File: src/rtl/sram_controller.sv
// Word-to-halfword bridge between the EXE/MEM stage and a 16-bit asynchronous SRAM.
// Each 32-bit access is split into a low then a high halfword phase while ready stalls the pipeline.
module sram_controller #(
   parameter int BASE_ADDR     = 1024,
   parameter int SRAM_AW       = 18,
   parameter int ACCESS_CYCLES = 2
) (
   input  logic               clk,
   input  logic               rst,
   input  logic               wr_en,
   input  logic               rd_en,
   input  logic [31:0]        address,
   input  logic [31:0]        write_data,
   output logic [31:0]        read_data,
   output logic               ready,
   output logic [SRAM_AW-1:0] sram_addr,
   output logic [15:0]        sram_dq_out,
   input  logic [15:0]        sram_dq_in,
   output logic               sram_dq_oe,
   output logic               sram_we_n
);

   localparam int CW = (ACCESS_CYCLES > 2) ? $clog2(ACCESS_CYCLES) : 1;
   localparam logic [CW-1:0] LAST = CW'(ACCESS_CYCLES - 1);

   typedef enum logic [1:0] {IDLE, LOW, HIGH, DONE} state_t;

   state_t             state;
   state_t             state_next;
   logic [CW-1:0]      count;
   logic [CW-1:0]      count_next;
   logic [SRAM_AW-2:0] index_q;
   logic [31:0]        wdata_q;
   logic               write_q;
   logic               request;
   logic               phase_last;
   logic [31:0]        offset;
   logic               unused_offset_bits;

   assign request    = wr_en | rd_en;
   assign phase_last = (count == LAST);

   // Subtraction wraps in 32 bits, so addresses below the base land at the top of the SRAM.
   assign offset             = address - 32'(BASE_ADDR);
   assign unused_offset_bits = ^{offset[31:SRAM_AW+1], offset[1:0]};

   always_ff @(posedge clk) begin
      if (rst) begin
         state     <= IDLE;
         count     <= '0;
         index_q   <= '0;
         wdata_q   <= '0;
         write_q   <= 1'b0;
         read_data <= '0;
      end else begin
         state <= state_next;
         count <= count_next;
         if (state == IDLE && request) begin
            index_q <= offset[SRAM_AW:2];
            wdata_q <= write_data;
            write_q <= wr_en;
         end
         // Read data is captured on the final cycle of each phase, after the SRAM has settled.
         if (!write_q && phase_last) begin
            if (state == LOW) begin
               read_data[15:0] <= sram_dq_in;
            end else if (state == HIGH) begin
               read_data[31:16] <= sram_dq_in;
            end
         end
      end
   end

   always_comb begin
      state_next = state;
      count_next = count;
      case (state)
         IDLE: begin
            if (request) begin
               state_next = LOW;
               count_next = '0;
            end
         end
         LOW: begin
            if (phase_last) begin
               state_next = HIGH;
               count_next = '0;
            end else begin
               count_next = count + CW'(1);
            end
         end
         HIGH: begin
            if (phase_last) begin
               state_next = DONE;
               count_next = '0;
            end else begin
               count_next = count + CW'(1);
            end
         end
         DONE: begin
            state_next = IDLE;
            count_next = '0;
         end
         default: begin
            state_next = IDLE;
            count_next = '0;
         end
      endcase
   end

   // The strobe rises on the last phase cycle so address and data are held past its rising edge.
   always_comb begin
      sram_addr   = '0;
      sram_dq_out = '0;
      sram_dq_oe  = 1'b0;
      sram_we_n   = 1'b1;
      case (state)
         LOW: begin
            sram_addr = {index_q, 1'b0};
            if (write_q) begin
               sram_dq_oe  = 1'b1;
               sram_dq_out = wdata_q[15:0];
               sram_we_n   = phase_last;
            end
         end
         HIGH: begin
            sram_addr = {index_q, 1'b1};
            if (write_q) begin
               sram_dq_oe  = 1'b1;
               sram_dq_out = wdata_q[31:16];
               sram_we_n   = phase_last;
            end
         end
         default: begin
            sram_addr = '0;
         end
      endcase
   end

   assign ready = (state == IDLE && !request) || (state == DONE);

endmodule
File: config.mk
export PLATFORM = sky130hd
export DESIGN_NAME = sram_controller
export DESIGN_NICKNAME = d
export VERILOG_FILES = /design/src/rtl/sram_controller.sv
export SDC_FILE = /design/constraint.sdc
export NUM_CORES = 1
export LEC_CHECK = 0
export CAP_MARGIN = 20
export CORE_MARGIN = 1.5
export CORE_UTILIZATION = 40
export CTS_CLUSTER_DIAMETER = 50
export DETAILED_ROUTE_END_ITERATION = 10
export GPL_TIMING_DRIVEN = 1
export PLACE_DENSITY = 0.77
export SLEW_MARGIN = 20
export SYNTH_ARGS = -nofsm -noshare
export SYNTH_HDL_FRONTEND = slang
export SYNTH_SLANG_ARGS = --single-unit
File: constraint.sdc
create_clock -name clk -period 2.6 [get_ports clk]
set_input_delay 0.26 -clock clk [delete_from_list [all_inputs] [get_ports clk]]
set_output_delay 0.26 -clock clk [all_outputs]
set_load 0.05 [all_outputs]
---- Word-level counts from Yosys, hierarchy flattened ----
Cells that the tools add are included.
storage, ports and cells
  register bits after elaboration ......... 85
  input port bits ......................... 84
  output and inout bits ................... 69
  logic and storage cells ................. 43
cells by class
  $add $sub $neg .......................... 2
  equality and inequality tests ........... 6
  mux-type cells .......................... 15
  bitwise operators ....................... 2
  reduce and logical (&&, ||, !) cells .... 11
operators by type and width
  kind                                                                   number
  18-bit one-hot mux with 2 select lines                                 1
  16-bit two-way mux                                                     2
  16-bit one-hot mux with 2 select lines                                 1
  19-bit by 11-bit subtractor with 19-bit output, second input constant  1
  2-bit one-hot mux with 4 select lines                                  1
  1-bit two-way mux                                                      6
  2-bit two-way mux                                                      3
  2-bit inequality test, second input constant                           3
  3-bit AND reduction                                                    2
  2-bit == test, second input constant                                   2
  1-bit logical AND                                                      3
  1-bit one-hot mux with 3 select lines                                  1
  2-bit by 1-bit == test with 1-bit output, second input constant        1
  1-bit logical NOT                                                      2
  2-bit logical NOT                                                      1
  2-bit AND reduction                                                    1
  2-bit OR reduction                                                     1
  1-bit adder, second input constant                                     1
  1-bit logical OR                                                       1
  1-bit NOT                                                              1
  1-bit OR                                                               1

---- Depth between registers and ports, before layout ----
Gate-level depths: netlist (run 1).
  word-level depth ........................ 4
  mapped depth ............................ 7
  mapped depth without buffers ............ 5

---- Worst setup path after synthesis (run 1) ----
Ideal clock, no wire load.
  path kind ............................... register -> output
  from .................................... register state[0]
  to ...................................... output port sram_dq_out[10]
  data arrival time ....................... 2325 ps
  required time ........................... 2340 ps
  slack ................................... 15 ps
  stages on the path, launching flop included .. 7
  path buffers ............................ 2
  cell sequence ........................... dfxtp_1 inv_1 ha_1 clkbuf_1 clkbuf_1 a22oi_1 nor2_1
between the ends
  longest elaborated chain between the ends .. 2
  elaborated cells between the ends (all ways) .. 3
  those cells by class .................... eq/ne (2); mux (1)
RTL lines
  item                                                                       line  RTL
  start, declared                                                            28    state_t state;
  start signal, assigned                                                     56    state <= state_next;
  2-bit == test or 2-bit by 1-bit == test with 1-bit output (tied branches)  117   case (state)
  16-bit one-hot mux with 2 select lines *                                   117
  end, declared                                                              17    output logic [15:0] sram_dq_out,
Every way passes the cells marked *; elsewhere a longest branch is shown, timed or not.

---- Worst setup path in the final report (run 1) ----
  from .................................... register state[0]
  to ...................................... output port sram_dq_out[7]
Same word-level chain as after synthesis.

==> summary.md, run 1 <==
| Metric | Value |
|---|---|
| Status | complete, no violations |
| Largest area contributor in the netlist | dfxtp_1 |
| Area occupied by multi-input gates | 1670 sq um |
| Port buffer count | 137 |
| Overall Global Routing Usage | 19.6% |
| Starting density of the core | 41.9% |
| Area of the die | 9300 sq um |
| Cell chain of the critical path | inv_1 -> ha_1 -> nand2_1 -> buf_4 -> nor2_1 -> buf_12 |
| Largest stage delay on the critical path | 390 ps |
| Cell variety after synth | 31 |
| Min-delay worst type | in -> reg |
| Maximum VDD drop | 0.000508 V |
| Pre-CTS setup slack | 566 ps |
| IO Count | 153 |
| Reg-to-Reg Start | state[1] |
| CP max FO | 11 |
| Lkg Pwr | 2.02 nW |
| H-tree depth | 3 |
| Worst Setup End Kind | primary output |
| Worst R2R End | read_data[7] |
| Measured slew at the worst slew-check pin | 628 ps |
| Critical path launch point | state[0] |
| Fillers | 712 |
| RD Place Congestion | 0.791 |
| Clock Pin Slew Worst Setup and Hold Paths | 90 ps |
| Area share of the largest cell type after synthesis | 48.7% |
| Most common cell in the netlist | nand2_1 |
| Post-Syn Instances | 453 |
| Startpoint Class | register |
| Ant. Diodes | 0 |
| Register area | 1700 sq um |
| Layout Skew | 5.65 ps |
| Seq/Total Area, Yosys | 48.7% |
| Core ar. | 8340 sq um |
| Synthesis warning total | 0 |
| Fin. Hold Viols | 0 |
| P&R area growth vs syn | 58.2% |
| Mapped cell area | 3490 sq um |
| Crit path arrival time | 2040 ps |
| DRT iter0 DRCs | 135 |
| Worst EP required | 2340 ps |
| Async SR Flop Fraction | 0% |
| Max Cap Viol | 0 |
| R2R setup slack | 600 ps |
| Worst Hold Margin | 409 ps |
| Design Power | 0.00453 W |
| Detail Route Antenna Nets | 0 |
| Hold buffer count at CTS | 0 |
| Post-synth top cells | nand2_1 (148), dfxtp_1 (85), a21oi_1 (76) |
| Num CTS Buffers | 9 |
| Largest net degree at the start of global routing | 86 |
| DRC | 0 |
| GRT Residual Overflow | 0 |
| First-pass GRT wire length | 14,200 microns |
| Setup violations, final | 0 |
| Mapped Avg Cell Area | 7.71 sq um |
| Syn nets | 543 |
| Placed Cells | 673 |
| Critical path's slowest cell | dfxtp_1 |
| Post_cts resized | 0 |
| R2r worst-path depth | 6 |
| Setup_tns | 0 ps |
| Clock latency on the worst-skew pair | 340 ps |
| #FFs+latches synth | 85 |
| Via-per-instance ratio | 5.01 |
| RSZ-0062 raised after global routing | no |
| Setup CP Type | reg -> out |
| Longest Clk Path Bufs | 2 |
| Tcrit/Tclk final | 88.6% |
| Minimum clock period | 2300 ps |
| Final wirelength | 9370 microns |
| CTS root buf | clkbuf_8 |
| Share of layout cells above drive strength 1 | 12.5% |
| Peak Freq | 434 MHz |
| Routed vias | 3,450 |
| DP HPWL | 6630 microns |
| Final Non-Filler Cells | 689 |
| Net count of the finished layout | 669 |
| Row cnt | 33 |
| Initial antenna violation count | 0 |
| Setup ws final | 296 ps |
| Ranking of synthesized cells by area | dfxtp_1 (49%), nand2_1 (16%), a21oi_1 (11%) |
| Routed len/inst | 13.6 microns |
| EDFF count, synth | 0 |
| Setup crit end | sram_dq_out[7] |
| Num Clock Sinks | 85 |
| Die width | 96.4 microns |
| CTS tree | built |
| DRT Pass-1 Iters | 4 |
| Setup Buffers After CTS | 0 |
| Pwr per Cell Area | 820 nW/um^2 |
| Number of global-route vias before repair | 3,126 |
| Max Slew Vio Count | 0 |
| Ys flop type | dfxtp_1 |
| Die Y | 96.4 microns |
| Slew headroom | 58.0% |
[per-stage QoR]
stage	cell area, sq um	util [%]
floorplan	3490	-
global placement	5320	63.8
detailed placement	5320	63.8
CTS	5520	66.2
global route	5520	66.2
finish	5520	66.2
[state kept, by name, indices dropped and copies added, names as in the netlist]
name	count
write_q	1
wdata_q	32
index_q	17
count	1
state	2
read_data	32
[cell type report]
| class | count | area share (%) |
|---|---|---|
| repair buffers | 147 | 32.6 |
| clock buffers | 10 | 2.49 |
| multi-input cells | 331 | 30.2 |
| well taps | 105 | 2.38 |
| flip-flops and latches | 85 | 30.8 |
| clock inverters | 6 | 1.25 |
| inverters | 5 | 0.340 |
[critical path: cells and delay by family, from the launching register on]
kind	cells	cell delay (ps)
fa+ha+maj	1	350
buf+inv	3	530
flops	1	390
simple gates	2	430
[worst min-delay path by stage]
stage                      from             to  slack (ps)  cells after the start
finish                      rst  read_data[30]         410                      3
global placement     index_q[3]     index_q[3]         440                      2
floorplan           address[10]     index_q[8]         360                      1
CTS                         rst  read_data[21]         420                      3
detailed placement   index_q[3]     index_q[3]         440                      2
global route                rst  read_data[21]         440                      3
[per-layer routing]
metal | share of wire, % | up-vias | track usage [%]
li1 | - | 1759 | -
met5 | 0 | - | 0
met2 | 49 | 100 | 35.6
met1 | 43 | 1584 | 22.6
met3 | 7.2 | 7 | 4.93
met4 | 0.64 | 0 | 5.80
[placed cells by master (no fill, tap or decap), types with 6 or more instances in the layout]
cell type / n
nand2_1: 148
clkdlybuf4s50_1: 99
dfxtp_1: 85
a21oi_1: 76
buf_12: 36
nor2_1: 27
and2_1: 17
a22oi_1: 16
buf_4: 11
clkbuf_8: 10
a211oi_1: 7
ha_1: 6
[report_power, final]
part           switching [W]  total [W]  internal, W
clock network       0.000486   0.000965     0.000479
registers           0.000144    0.00170      0.00156
logic                0.00112    0.00186     0.000740
total                0.00175    0.00453      0.00278
[kinds of logic (layout without fill, tap and decap cells)]
family,count (synthesis),in the layout,synth area share (%)
fa+ha+maj,6,6,2.15
simple gates,214,214,26.7
compound gates,109,109,17.8
flops,85,85,48.7
xor+xnor,2,2,0.502
buf+inv,37,168,4.05
Note: power is estimated with default switching activity, not from simulation.
==> run 2: changes to the inputs <==
- CORE_UTILIZATION: 40 -> 38
- PLACE_DENSITY: 0.77 -> 0.76
- clock period: 2.6 -> 2.1 ns (I/O delays scaled with it)
==> summary.md, run 2 (synthesis gave the netlist of run 1 again) <==
| Metric | Value |
|---|---|
| Worst Hold Margin | 360 ps (was 409 ps) |
| Worst EP required | 1890 ps (was 2340 ps) |
| Status | complete, but fails checks (was complete, no violations) |
| Slew headroom | 56.4% (was 58.0%) |
| Min-delay worst type | in -> reg (unchanged) |
| GRT Residual Overflow | 0 (unchanged) |
| Measured slew at the worst slew-check pin | 652 ps (was 628 ps) |
| Clk network pwr share | 21.5% (was 21.3%) |
| Clock latency on the worst-skew pair | 350 ps (was 340 ps) |
| Share of layout cells above drive strength 1 | 18.5% (was 12.5%) |
| Final wirelength | 9570 microns (was 9370 microns) |
| Worst Setup End Kind | primary output (unchanged) |
| Commonest non-fill, non-tap cells in the layout | nand2_1 (148), clkdlybuf4s50_1 (99), dfxtp_1 (83), a21oi_1 (76), buf_12 (38) (was nand2_1 (148), clkdlybuf4s50_1 (99), dfxtp_1 (85), a21oi_1 (76), buf_12 (36)) |
| Post-route cell area | 5720 sq um (was 5520 sq um) |
| Max Slew Vio Count | 0 (unchanged) |
| Longest Clk Path Bufs | 2 (unchanged) |
| Num Clock Sinks | 85 (unchanged) |
| Internal power | 0.00366 W (was 0.00278 W) |
| DRC | 13 (was 0) |
| Area post-placement | 5440 sq um (was 5320 sq um) |
| Die width | 98.8 microns (was 96.4 microns) |
| Fillers | 750 (was 712) |
| Comb pwr share | 42.9% (was 41.1%) |
| Overall Global Routing Usage | 19.7% (was 19.6%) |
| Fin. Hold Viols | 0 (unchanged) |
| Routed vias | 3,472 (was 3,450) |
| IO Count | 153 (unchanged) |
| CTS root buf | clkbuf_8 (unchanged) |
| Core ar. | 8810 sq um (was 8340 sq um) |
| H-tree depth | 3 (unchanged) |
| Startpoint Class | register (unchanged) |
| Post-layout util | 65.0% (was 66.2%) |
| Port buffer count | 137 (unchanged) |
| Routed len/inst | 13.8 microns (was 13.6 microns) |
| Sequential power share | 35.6% (was 37.6%) |
| Peak Freq | 505 MHz |
| Sw frac | 38.0% (was 38.7%) |
| Pwr per Cell Area | 1030 nW/um^2 (was 820 nW/um^2) |
| DRT iter0 DRCs | 161 (was 135) |
| Largest net degree at the start of global routing | 56 (was 86) |
| DRT Pass-1 Iters | 10 (was 4) |
| Initial antenna violation count | 0 (unchanged) |
| Design Power | 0.00591 W (was 0.00453 W) |
| Ant. Diodes | 0 (unchanged) |
| Setup violations, final | 0 (unchanged) |
| Clock Pin Slew Worst Setup and Hold Paths | 90 ps (about the same) |
| Crit path arrival time | 1770 ps (was 2040 ps) |
| P_sw | 0.00225 W (was 0.00175 W) |
| First-pass GRT wire length | 15,500 microns (was 14,200 microns) |
| Minimum clock period | 1980 ps |
| Area of the die | 9770 sq um (was 9300 sq um) |
| Row cnt | 34 (was 33) |
| RD Place Congestion | 0.793 (was 0.791) |
| Detail Route Antenna Nets | 0 (unchanged) |
| Die Y | 98.8 microns (was 96.4 microns) |
| Layout Skew | 7.92 ps (was 5.65 ps) |
| CTS tree | built (unchanged) |
| Setup CP Type | reg -> out (unchanged) |
| P&R area growth vs syn | 64.0% (was 58.2%) |
| Failing checks | design-rule violations |
| Number of global-route vias before repair | 3,267 (was 3,126) |
| Max Cap Viol | 0 (unchanged) |
| Starting density of the core | 39.6% (was 41.9%) |
| Num CTS Buffers | 9 (unchanged) |
| DP HPWL | 6880 microns (was 6630 microns) |
| Tcrit/Tclk final | 94.4% |
| CP max FO | 4 (was 11) |
| Maximum VDD drop | 0.000508 V (about the same) |
| Top Registers | read_data (32), wdata_q (32), index_q (17) (unchanged) |
| Net count of the finished layout | 673 (was 669) |
| Hold buffer count at CTS | 0 (unchanged) |
| Lkg Pwr | 2.06 nW (was 2.02 nW) |
| Via-per-instance ratio | 4.99 (was 5.01) |
| Most common cell after layout, fill and taps aside | nand2_1 (unchanged) |
## run 2: final timing paths
kind / startpoint / endpoint / slack (ps) / cells past startpoint
worst max-delay path: state[0] / sram_dq_out[13] / 120 / 6
worst min-delay path: rst / read_data[13] / 360 / 2
worst max register to register: state[1] / read_data[12] / 200 / 6
worst min register to register: index_q[7] / index_q[7] / 450 / 2
## run 2: power by group through the flow
stage	registers, W	clock network, W	logic [W]
after floorplan	0.00220	0	0.00141
after global placement	0.00212	0	0.00241
after detailed placement	0.00213	0	0.00246
after CTS	0.00210	0.00130	0.00250
after global routing	0.00214	0.00137	0.00276
final	0.00210	0.00127	0.00254
## run 2: per-stage QoR
step                setup slack (ps)  instances  setup TNS, ps
global route                   -5.03        696          -5.03
CTS                             5.08        696              0
detailed placement               100        680              0
finish                           118        696              0
global placement                 190        680              0
floorplan                      -81.6        453           -434
## run 2: layer usage
metal	track usage (%)	vias to the layer above	part of all wire, %
met5	0	-	0
li1	-	1765	-
met1	25.0	1590	44
met3	4.89	8	6.8
met2	33.6	109	49
met4	4.40	0	0.79
## run 2: layout make-up
cell class,instances,area (sq um),share of cell area (%)
Clock inverter,7,98.8,1.73
Multi-Input combinational cell,331,1780,31.1
Sequential cell,85,1700,29.8
Clock buffer,9,124,2.16
Inverter,5,18.8,0.328
Tap cell,108,135,2.36
Timing Repair Buffer,151,1860,32.5
## run 2: timing repair
action                     4_1_cts  5_1_grt
buffers inserted                 0        0
resized for setup                9        7
setup endpoints to repair       23       30
cloned                           0        0
hold endpoints to repair         0        0
## run 2: worst max-delay path: stages, from the launching register on
cell and delay [ps]:
dfxtp_2 360, inv_1 100, ha_4 290, nand2_1 120, buf_4 210, nor2_2 180
buf_12 160
